--- config.mk ---
export PLATFORM = sky130hd
export DESIGN_NAME = rr_arbiter8
export DESIGN_NICKNAME = d
export VERILOG_FILES = /design/src/rtl/rr_arbiter8.sv
export SDC_FILE = /design/constraint.sdc
export NUM_CORES = 1
export LEC_CHECK = 0
export BUFFER_PORTS_ARGS = -buffer_cell sky130_fd_sc_hd__buf_2
export CAP_MARGIN = 25
export CORE_MARGIN = 2
export CORE_UTILIZATION = 40
export CTS_BUF_LIST = sky130_fd_sc_hd__clkbuf_2
export CTS_CLUSTER_SIZE = 12
export DETAILED_ROUTE_END_ITERATION = 8
export GPL_ROUTABILITY_DRIVEN = 1
export PLACE_DENSITY = 0.71
export SKIP_LAST_GASP = 1
export SLEW_MARGIN = 20
export SYNTH_ARGS = -nofsm -noshare
export SYNTH_HDL_FRONTEND = slang
export SYNTH_SLANG_ARGS = --single-unit
--- constraint.sdc ---
create_clock -name clk -period 3.1 [get_ports clk]
set_input_delay 0.62 -clock clk [delete_from_list [all_inputs] [get_ports clk]]
set_output_delay 0.62 -clock clk [all_outputs]
set_load 0.005 [all_outputs]
--- src/rtl/rr_arbiter8.sv ---
// Eight-input round-robin arbiter: sticky request latching, fair one-hot grant
// held until acknowledged, feeding the downstream 8-to-3 encoder.
module rr_arbiter8 (
    input  logic       clk,
    input  logic       rst,
    input  logic [7:0] req,
    input  logic       grant_ack,
    output logic [7:0] grant,
    output logic       grant_valid,
    output logic [7:0] pending
);

    typedef enum logic {
        IDLE  = 1'b0,
        GRANT = 1'b1
    } state_t;

    state_t     state, state_n;
    logic [2:0] ptr, ptr_n;
    logic [7:0] grant_n;
    logic       grant_valid_n;
    logic [7:0] pending_n;
    logic [7:0] clr;
    logic [7:0] sel;
    logic       sel_found;
    logic [2:0] sel_idx;
    logic [2:0] grant_idx;

    // First pending bit in rotated order ptr, ptr+1, ..., ptr-1 (3-bit add wraps).
    always_comb begin
        sel       = '0;
        sel_found = 1'b0;
        sel_idx   = '0;
        for (int unsigned i = 0; i < 8; i++) begin
            sel_idx = ptr + 3'(i);
            if (!sel_found && pending[sel_idx]) begin
                sel[sel_idx] = 1'b1;
                sel_found    = 1'b1;
            end
        end
    end

    always_comb begin
        grant_idx = '0;
        for (int unsigned i = 0; i < 8; i++) begin
            if (grant[i]) begin
                grant_idx = 3'(i);
            end
        end
    end

    always_comb begin
        state_n       = state;
        ptr_n         = ptr;
        grant_n       = grant;
        grant_valid_n = grant_valid;
        clr           = '0;
        unique case (state)
            IDLE: begin
                if (sel_found) begin
                    grant_n       = sel;
                    grant_valid_n = 1'b1;
                    state_n       = GRANT;
                end
            end
            GRANT: begin
                if (grant_ack) begin
                    clr           = grant;
                    ptr_n         = grant_idx + 3'd1;
                    grant_n       = '0;
                    grant_valid_n = 1'b0;
                    state_n       = IDLE;
                end
            end
            default: begin
                state_n = IDLE;
            end
        endcase
        // A new request on the retiring edge re-arms the bit (set wins).
        pending_n = (pending & ~clr) | req;
    end

    always_ff @(posedge clk) begin
        if (rst) begin
            state       <= IDLE;
            ptr         <= '0;
            grant       <= '0;
            grant_valid <= 1'b0;
            pending     <= '0;
        end else begin
            state       <= state_n;
            ptr         <= ptr_n;
            grant       <= grant_n;
            grant_valid <= grant_valid_n;
            pending     <= pending_n;
        end
    end

endmodule

==> results list <==
- Router iterations before antenna repair: 5
- Pin placement for this block handled 28 I/O pins.
* Worst R2R End: grant[2]
- Area fraction of the dominant cell type after synthesis: 22.5%
- Hold buffer count at CTS: 0
- Routed wire per std cell: 17.7 µm
* Synthesized area: 0.00187 mm²
* Register bit count reported by yosys: 21
- In this run the worst path has a maximum fanout of 6.
- Commonest cells post-synth: sky130_fd_sc_hd__nand2_1, sky130_fd_sc_hd__a21oi_1, sky130_fd_sc_hd__nor2_1
- Counting every net in the synthesized netlist gives 252.
- Area growth from synthesis to layout: 13.0%
* Async S/R FF share, synth: 0%
- Static timing analysis puts the maximum clock frequency at 0.343 GHz.
- The total overflow left after global routing is 0.
* Global-route wire length before repair: 8.84 mm
- Counting cells, the worst reg-to-reg path comes to 9.
- Root Buffer Master: sky130_fd_sc_hd__clkbuf_2
- Tmin final: 2.92 ns
- Total placed instance area: 0.00209 mm²
- At the placement stage, the worst setup path has a slack of 0.230 ns.
- In this run the worst setup path terminates at grant[2].
* Max Buffers Root-to-Sink: 2
- Fraction of final layout cells sized beyond drive strength 1: 25.9%
- Measured on the finished design, the core utilization comes to 47.8%.
- At the end of the flow, the number of nets in the layout was 278.
- Crit Path Category: reg -> reg
- At the pin with the least slew margin, the transition time is 0.582 ns.
- The run finished with clean final reports.
* Antenna viol nets, final: 0
* Die ar.: 0.00524 mm²
- Clock tree from TritonCTS: done
- Die X-Extent: 72.4 µm
* Worst flop-to-flop path startpoint: ptr[1]
* Dominant cell type by area after synthesis: sky130_fd_sc_hd__dfxtp_1
* Min setup slack post-route: 0.182 ns
* DRC errors left: 0
- Number of clock buffers inserted by TritonCTS: 3
- Total number of clock tree sinks: 21
* Overall track demand over capacity in global routing: 22.1%
* PD cells: 675 mW/mm²
* WP data arrival: 3.20 ns
* Initial antenna violation count: 0
- Final non-filler cell total: 311
- The worst hold path begins at req[7].
- Summed over all cells, the static leakage comes to 0.000808 µW.
- DPL Wire Length: 4.20 mm
* Path category of the worst min-delay check: in -> reg
- Row generation in the floorplan step produced 24 rows.
- The cell count after synthesis came out at 234.
* Number of max-slew violations in the final report: 0
- The Yosys step of the flow raised 0 warnings.
* Number of endpoints with negative hold slack in the final report: 0
- Final hold analysis gives a worst-case slack of 0.447 ns.
- At the end of routability-driven placement, the weighted congestion stood at 1.00.
* Std-Cell Core Area: 0.00441 mm²
* Worst reg2reg setup slack: 0.18 ns
- After filler insertion, the fill cell instance count of the layout stands at 418.
- Detailed routing inserted a total of 1930 vias.
- Netlist cell types: 56
- For this run, the leading register cell type out of synthesis is sky130_fd_sc_hd__dfxtp_1.
- Post-CTS timing repair inserted 0 buffers for setup.
- Largest net degree at the start of global routing: 21
- Including well taps, the total number of placed cells is 307.
- Share of the yosys chip area belonging to registers: 22.5%
- Summing all non-filler instances in the final layout gives an area of 0.00211 mm².
* Library cell with the highest instance count after synthesis: sky130_fd_sc_hd__nand2_1
* Initial DRC Count: 144
- Top cells by area in the synthesized netlist: sky130_fd_sc_hd__dfxtp_1, sky130_fd_sc_hd__mux4_2, sky130_fd_sc_hd__a21oi_1
- STA classifies the critical path startpoint as a register.
* Post-route fraction of the period consumed by the critical path: 94.1%
- Later-pin clock latency in the skew report: 0.36 ns
- Number of port buffers: 27
- Post-synth EDFFs: 0
* Die outline height: 72.4 µm
* Launching element of the worst setup path: ptr[1]
- Dividing the detail-routed via count by the number of cells gives 6.21.
* Number of diodes: 0
* Total setup violations reported at the end of the flow: 0
- In this run, post-CTS repair resized a total of 0 instances.
* Htree depth: 1
- Across the VDD grid, the largest voltage drop is 0.000345 V.
- STA classifies the critical path endpoint as a register.
- Setup Skew: 0.00914 ns
- Measured against its own limit, the worst slew margin works out to 61.1%.
- Dividing the synthesized area by the synthesized cell count gives 7.99 µm².
- Max-cap check violation count: 0
- Once the floorplan was initialized, standard cells occupied 42.3% of the core.
- Summed over all layers, the routed wires come to 5.50 mm.
- Clock-pin slew was measured on the worst setup and hold paths at 0.24 ns.
- At the worst endpoint, the required time is 3.38 ns.
- Via count of the first global-routing pass: 1763
[cells in the final DEF, fill, tap and decap left out, drive strengths merged, types with 2 or more instances in the layout]
cell type,n
buf,37
nand2,34
a21oi,28
nor2,26
dfxtp,21
mux4,11
nand3,9
o21ai,8
ha,7
inv,6
mux2i,6
o22ai,5
a311oi,4
a211oi,4
a31o,4
and2,3
xnor2,3
clkbuf,3
o31ai,2
nand2b,2
mux2,2
a221o,2
and3,2
o221ai,2
o21bai,2
a32o,2
and4,2
[sequential cells by signal, indices dropped and copies added (netlist names)]
| signal | cells |
|---|---|
| grant | 8 |
| pending | 8 |
| ptr | 3 |
| grant_valid | 1 |
| state | 1 |
[worst min path at each step]
stage | endpoint | slack, ns | cells past startpoint
floorplan | grant_valid | 0.46 | 1
global placement | grant_valid | 0.45 | 1
detailed placement | grant_valid | 0.45 | 1
CTS | pending[2] | 0.45 | 3
global route | pending[6] | 0.44 | 3
finish | pending[7] | 0.45 | 3
[per-layer routing]
| metal | vias up | share of wire (%) | GRT usage [%] |
|---|---|---|---|
| li1 | 939 | - | - |
| met1 | 910 | 42 | 28.6 |
| met2 | 71 | 51 | 39.9 |
| met3 | 10 | 5.9 | 2.08 |
| met4 | 0 | 0.84 | 4.61 |
| met5 | - | 0 | 0 |
[final cells by class]
| type | instances | area, µm² | area share [%] |
|---|---|---|---|
| multi-input combinational | 191 | 1370 | 64.9 |
| sequential | 21 | 422 | 20.0 |
| timing repair buffer | 37 | 210 | 9.95 |
| tap | 52 | 65.1 | 3.08 |
| inverter | 6 | 25.0 | 1.18 |
| clock buffer | 3 | 15.0 | 0.711 |
| clock inverter | 1 | 5.00 | 0.237 |
[per-stage QoR]
| step | total power [µW] | TNS (ns) |
|---|---|---|
| after floorplan | 1060 | 0 |
| after global placement | 1270 | 0 |
| after detailed placement | 1280 | 0 |
| after CTS | 1410 | 0 |
| after global routing | 1530 | -0.00793 |
| final | 1430 | 0 |
[critical path, cell delays in order (launching register included)]
cell	delay [ns]
sky130_fd_sc_hd__dfxtp_1	0.39
sky130_fd_sc_hd__inv_1	0.10
sky130_fd_sc_hd__ha_4	0.33
sky130_fd_sc_hd__mux2i_1	0.15
sky130_fd_sc_hd__mux4_2	0.50
sky130_fd_sc_hd__a32o_2	0.32
sky130_fd_sc_hd__and4_4	0.17
sky130_fd_sc_hd__a221o_1	0.37
sky130_fd_sc_hd__a311o_1	0.34
sky130_fd_sc_hd__a31o_1	0.17
[cell families after synthesis]
group	after synthesis	share of synthesized area (%)
simple gates	86	20.7
xor+xnor	4	1.87
compound gates	75	27.1
buf+inv	22	5.29
flops	21	22.5
fa+ha+maj	7	4.69
mux	19	17.9
[report_power, final]
| group | internal (µW) | total [µW] | leakage [µW] | switching [µW] |
|---|---|---|---|---|
| Clock | 29.3 | 129 | 0.0000164 | 100 |
| Sequential | 316 | 386 | 0.000175 | 69.5 |
| Combinational | 398 | 910 | 0.000617 | 512 |
No activity file was read; power rests on OpenSTA's default activity.
